### src/rtl/stack_ctrl_pkg.sv
// Shared types and defaults for the return-address stack sequencer.
// Holds the FSM encoding, default widths/vectors and the decoded-event bundle.
package stack_ctrl_pkg;

    typedef enum logic [1:0] {
        IDLE     = 2'd0,
        POP_WAIT = 2'd1,
        LOAD     = 2'd2
    } state_t;

    localparam int AW_DEF    = 10;
    localparam int DEPTH_DEF = 16;
    localparam int DEPTH_W   = 5;

    localparam logic [AW_DEF-1:0] IRQ_VEC_DEF  = 10'h3F0;
    localparam logic [AW_DEF-1:0] TRAP_VEC_DEF = 10'h3F8;

    // One-hot-ish view of what the IDLE state decided to do this cycle.
    typedef struct packed {
        logic irq_entry;
        logic call_go;
        logic pop_go;
        logic ovf;
        logic udf;
        logic reti_udf;
    } evt_t;

endpackage

### src/rtl/stack_depth_cnt.sv
// Saturating occupancy counter for the return-address stack, 1-cycle update.
// inc and dec in the same cycle cancel; full/empty are decoded from the count.
module stack_depth_cnt #(
    parameter int DEPTH = 16,
    parameter int W     = 5
) (
    input  logic         clk,
    input  logic         reset,
    input  logic         inc,
    input  logic         dec,
    output logic [W-1:0] count,
    output logic         full,
    output logic         empty
);

    assign full  = (count == W'(DEPTH));
    assign empty = (count == '0);

    always_ff @(posedge clk) begin
        if (reset) begin
            count <= '0;
        end else if (inc && !dec && !full) begin
            count <= count + W'(1);
        end else if (dec && !inc && !empty) begin
            count <= count - W'(1);
        end
    end

endmodule

### src/rtl/call_stack_ctrl.sv
// CALL/RET/RETI/IRQ sequencer for the return-address stack; CALL/IRQ redirect in 1 cycle, RET in 2 with stall.
// Optional STACK_TRAP_EN: overflow/underflow redirect to TRAP_VEC and mask interrupts.
module call_stack_ctrl
    import stack_ctrl_pkg::*;
#(
    parameter int            AW       = AW_DEF,
    parameter int            DEPTH    = DEPTH_DEF,
    parameter logic [AW-1:0] IRQ_VEC  = IRQ_VEC_DEF,
    parameter logic [AW-1:0] TRAP_VEC = TRAP_VEC_DEF
) (
    input  logic               clk,
    input  logic               reset,
    input  logic               call,
    input  logic               ret,
    input  logic               reti,
    input  logic               irq,
    input  logic [AW-1:0]      pc_cur,
    input  logic [AW-1:0]      call_target,
    input  logic [AW-1:0]      stack_outpop,
    output logic               stack_push,
    output logic               stack_pop,
    output logic [AW-1:0]      stack_inpush,
    output logic               stack_rst,
    output logic               pc_load,
    output logic [AW-1:0]      pc_next,
    output logic               stall,
    output logic               irq_ack,
    output logic               int_en,
    output logic [DEPTH_W-1:0] depth,
    output logic               overflow,
    output logic               underflow
);

`ifdef STACK_TRAP_EN
    localparam bit TRAP_EN = 1'b1;
`else
    localparam bit TRAP_EN = 1'b0;
`endif

    state_t state;
    state_t state_nxt;
    evt_t   evt;
    logic   full;
    logic   empty;
    logic   pop_reti;
    logic   take_irq;
    logic   want_ret;

    assign stack_rst = reset;
    assign take_irq  = irq & int_en;
    assign want_ret  = ret | reti;

    stack_depth_cnt #(
        .DEPTH (DEPTH),
        .W     (DEPTH_W)
    ) u_depth_cnt (
        .clk   (clk),
        .reset (reset),
        .inc   (stack_push),
        .dec   (stack_pop),
        .count (depth),
        .full  (full),
        .empty (empty)
    );

    always_ff @(posedge clk) begin
        if (reset) begin
            state <= IDLE;
        end else begin
            state <= state_nxt;
        end
    end

    always_comb begin
        state_nxt = state;
        case (state)
            IDLE:     if (evt.pop_go) state_nxt = POP_WAIT;
            POP_WAIT: state_nxt = LOAD;
            LOAD:     state_nxt = IDLE;
            default:  state_nxt = IDLE;
        endcase
    end

    always_comb begin
        evt          = '0;
        stack_push   = 1'b0;
        stack_pop    = 1'b0;
        stall        = 1'b0;
        stack_inpush = pc_cur;
        case (state)
            IDLE: begin
                if (!reset) begin
                    if (take_irq) begin
                        // The stack returns data+1, so push pc_cur-1 to resume at pc_cur.
                        stack_inpush = pc_cur - AW'(1);
                        if (full) begin
                            evt.ovf = 1'b1;
                        end else begin
                            evt.irq_entry = 1'b1;
                            stack_push    = 1'b1;
                        end
                    end else if (call) begin
                        if (full) begin
                            evt.ovf = 1'b1;
                        end else begin
                            evt.call_go = 1'b1;
                            stack_push  = 1'b1;
                        end
                    end else if (want_ret) begin
                        if (empty) begin
                            evt.udf      = 1'b1;
                            evt.reti_udf = reti;
                        end else begin
                            evt.pop_go = 1'b1;
                            stack_pop  = 1'b1;
                            stall      = 1'b1;
                        end
                    end
                end
            end
            POP_WAIT: stall = 1'b1;
            default:  ;
        endcase
    end

    always_ff @(posedge clk) begin
        if (reset) begin
            pc_load   <= 1'b0;
            pc_next   <= '0;
            irq_ack   <= 1'b0;
            int_en    <= 1'b1;
            overflow  <= 1'b0;
            underflow <= 1'b0;
            pop_reti  <= 1'b0;
        end else begin
            pc_load <= 1'b0;
            irq_ack <= 1'b0;
            if (evt.irq_entry) begin
                pc_load <= 1'b1;
                pc_next <= IRQ_VEC;
                irq_ack <= 1'b1;
                int_en  <= 1'b0;
            end else if (evt.call_go) begin
                pc_load <= 1'b1;
                pc_next <= call_target;
            end else if (state == POP_WAIT) begin
                pc_load <= 1'b1;
                pc_next <= stack_outpop;
                if (pop_reti) int_en <= 1'b1;
            end
            if (evt.pop_go) pop_reti <= reti;
            if (evt.ovf) overflow <= 1'b1;
            if (evt.udf) begin
                underflow <= 1'b1;
                if (evt.reti_udf) int_en <= 1'b1;
            end
            // Trap redirect overrides the RETI re-enable above.
            if (TRAP_EN && (evt.ovf || evt.udf)) begin
                pc_load <= 1'b1;
                pc_next <= TRAP_VEC;
                int_en  <= 1'b0;
            end
        end
    end

endmodule

### config.mk
export PLATFORM = sky130hd
export DESIGN_NAME = call_stack_ctrl
export DESIGN_NICKNAME = d
export VERILOG_FILES = /design/src/rtl/stack_ctrl_pkg.sv /design/src/rtl/stack_depth_cnt.sv /design/src/rtl/call_stack_ctrl.sv
export SDC_FILE = /design/constraint.sdc
export NUM_CORES = 1
export LEC_CHECK = 0
export CAP_MARGIN = 5
export CORE_UTILIZATION = 35
export CTS_CLUSTER_DIAMETER = 80
export DETAILED_ROUTE_END_ITERATION = 16
export PLACE_DENSITY = 0.74
export SLEW_MARGIN = 20
export SYNTH_ARGS = -nofsm -noshare
export SYNTH_HDL_FRONTEND = slang
export SYNTH_SLANG_ARGS = --single-unit
### constraint.sdc
create_clock -name clk -period 9.3 [get_ports clk]
set_clock_uncertainty 0.1 [all_clocks]
set_input_delay 2.79 -clock clk [delete_from_list [all_inputs] [get_ports clk]]
set_output_delay 2.79 -clock clk [all_outputs]
set_load 0.02 [all_outputs]
==> summary.md <==
| Metric | Value |
|---|---|
| Status | `completed` |
| Initial Util | `36.4%` |
| DRT Pass-1 Iters | `6` |
| Diodes inserted | `0` |
| Seq/Total Area, Yosys | `31.8%` |
| Post-synthesis compound-gate area fraction | `19.2%` |
| Fmax | `124 MHz` |
| Setup TNS | `0 ns` |
| Final Cycle Share | `87.0%` |
| Clock Pin Slew Worst Setup and Hold Paths | `0.08 ns` |
| Vias | `1,394` |
| Critical path class | `in -> out` |
| Post-synthesis mux area share | `5.62%` |
| Min-Delay Endpoint | `pc_next[4]$_SDFFE_PP0P_` |
| GRT Util Overall | `18.1%` |
| Initial DRC count | `79` |
| Post-Route WL | `3750 um` |
| Drt wl/cell | `13.4 um` |
| Area Growth Syn to Fin | `52.7%` |
| Slew Limit Fails | `0` |
| Root buf cell | `clkbuf_8` |
| Final Setup Violations | `0` |
| Clock Sinks | `23` |
| Hold crit path type | `reg -> reg` |
| Post-synthesis cell count | `164` |
| CTS tree | `yes` |
| Final worst-path setup slack | `1.21 ns` |
| Io pins | `70` |
| Synth Area in XOR/XNOR | `6.66%` |
| Crit. End Element | `primary output` |
| Post_cts resized | `0` |
| Max_cap viols | `0` |
| Half-perimeter wire length after placement | `2940 um` |
| Syn avg cell area | `8.82 sq um` |
| Die X-Extent | `66.3 um` |
| Antenna violations before repair | `0` |
| Placer Congestion | `0.768` |
| DR vias/cell | `4.98` |
| RSZ-0062 raised after global routing | `false` |
| First-pass GRT wire length | `6110 um` |
| Largest net degree at the start of global routing | `29` |
| Unique masters post-synth | `46` |
| Power density over the cells | `197 nW/um^2` |
| Worst reg2reg endpoint | `u_depth_cnt.count[4]$_SDFFE_PP0P_` |
| Synth Area in Simple Gates | `27.4%` |
| Syn Nets | `205` |
| Hold Path Cell Cnt | `2` |
| Post-CTS Setup Inserts | `0` |
| Hold Vio Cnt, Final | `0` |
| Peak supply drop | `0.135 mV` |
| Mapped cell area | `1450 sq um` |
| Most common cell after layout, fill and taps aside | `clkdlybuf4s50_1` |
| H-tree levels | `1` |
| Worst Tran Pin Value | `0.937 ns` |
| CP max FO | `28` |
| Core ar. | `3970 sq um` |
| Leak | `0.822 nW` |
| Reg2reg path depth | `8` |
| Share of layout cells above drive strength 1 | `7.83%` |
| Startpoint types | `primary input` |
| Vias in the first global route | `1,379` |
| Largest family of logic cells by synthesized area | `simple AND/OR/NAND/NOR gates` |
| DIE AREA | `4390 sq um` |
| Arrival time of the worst setup path | `5.20 ns` |
| Worst-Skew Late Latency | `0.27 ns` |
| Fin crit period | `8.09 ns` |
| Nets | `272` |
| Worst r2r src | `state[0]$_SDFFE_PP0P_` |
| YS warnings | `0` |
| Total CTS buffers | `3` |
| Site Rows | `23` |
| Synth Register Bits | `23` |
| Post-route antenna net violation count | `0` |
| Slew HR | `37.4%` |
| Overall die height | `66.3 um` |
| Final routed DRC violation total | `0` |
| Hold buffers post-CTS | `0` |
| Worst slack, placed | `1.21 ns` |
| Filler Cell Count | `401` |
| # port buffers | `69` |
| Worst hold margin | `0.374 ns` |
| Grt ovf | `0` |
| Clock buffer depth | `2` |
| Internal reg-to-reg setup slack | `6.71 ns` |
| Hold Path Origin | `pc_next[4]$_SDFFE_PP0P_` |
| Req. time, crit path | `6.41 ns` |
| Adder-Cell Fraction of Synth Area | `4.84%` |
| Commonest non-fill, non-tap cells in the layout | `clkdlybuf4s50_1 (69), dfxtp_1 (23), nor2_1 (20), a21oi_1 (14), nand2_1 (13)` |
## Yosys cell counts, drive strengths merged
cell	count	area, sq um
ha	4	50.1
inv	5	18.8
a31oi	2	12.5
nor4b	1	8.76
o211ai	1	21.3
nor2b	2	12.5
clkbuf	4	16.3
fa	1	20.0
nand4	2	12.5
buf	4	28.8
or3	2	12.5
nand2b	7	43.8
a21boi	1	7.51
nand4b	3	26.3
xnor2	9	78.8
or4	2	18.8
o32ai	2	17.5
nor4	3	48.8
mux2	1	11.3
nand3	8	52.6
dfxtp	23	460
nor2	20	75.1
xor2	2	17.5
a21oi	15	86.3
mux2i	7	70.1
a21o	3	22.5
a41oi	1	8.76
nand3b	2	15.0
a2111oi	3	40.0
a22oi	3	22.5
a311oi	2	23.8
o21ai	3	15.0
nor3	2	10.0
nand2	14	60.1
## worst max path at each step
stage	startpoint	end	slack [ns]	cells past startpoint
after floorplan	reset	stack_inpush[7]	2.24	6
after global placement	reset	stall	1.25	7
after detailed placement	reset	stack_inpush[9]	1.21	7
after CTS	reset	stack_inpush[9]	1.20	7
after global routing	reset	stack_inpush[9]	1.05	7
final	reset	stall	1.21	7
## flip-flops by register name, summed over array words and instances (netlist names)
register and cells:
pop_reti 1, u_depth_cnt.count 5, pc_next 10, overflow 1, underflow 1, irq_ack 1
state 2, pc_load 1, int_en 1
## critical path, stage by stage
cell and delay (ns):
clkdlybuf4s50_1 0.39, buf_4 0.22, or3_1 0.49, nor3_1 0.42, a21oi_1 0.13, nor2_1 0.14, clkdlybuf4s50_1 0.62
## cells by family after synthesis
group,after synthesis
xor gates and xnor gates,11
adders and majority gates,5
and+or+nand+nor,68
muxes,8
DFF,23
AOI/OAI and AO/OA,36
buffers and inverters,13
## power by group
| part | total [mW] | internal, mW | switching (mW) |
|---|---|---|---|
| Combinational | 0.224 | 0.109 | 0.115 |
| Sequential | 0.148 | 0.119 | 0.0287 |
| Clock | 0.0634 | 0.0300 | 0.0334 |
| Total | 0.435 | 0.258 | 0.177 |
## routing by layer
| layer | routed length [um] | up-vias | track usage (%) |
|---|---|---|---|
| met4 | 31 | 0 | 4.79 |
| met3 | 184 | 4 | 4.66 |
| met2 | 1800 | 36 | 31.9 |
| li1 | - | 726 | - |
| met1 | 1730 | 628 | 21.5 |
| met5 | 0 | - | 0 |
## stage by stage
step | area, sq um | std cells | power, mW | utilization, %
after floorplan | 1450 | 164 | 0.288 | -
final | 2210 | 280 | 0.435 | 55.6
after detailed placement | 2160 | 276 | 0.374 | 54.4
after global placement | 2160 | 276 | 0.370 | 54.4
after CTS | 2210 | 280 | 0.437 | 55.6
after global routing | 2210 | 280 | 0.464 | 55.6
## cell type report
cell class	instances	area, sq um	area share (%)
clock buffers	3	41.3	1.87
well taps	50	62.6	2.83
multi-input cells	128	922	41.8
clock inverters	1	5.00	0.227
repair buffers	70	698	31.6
inverters	5	18.8	0.850
flip-flops and latches	23	460	20.8
(Power assumes the default switching activity.)
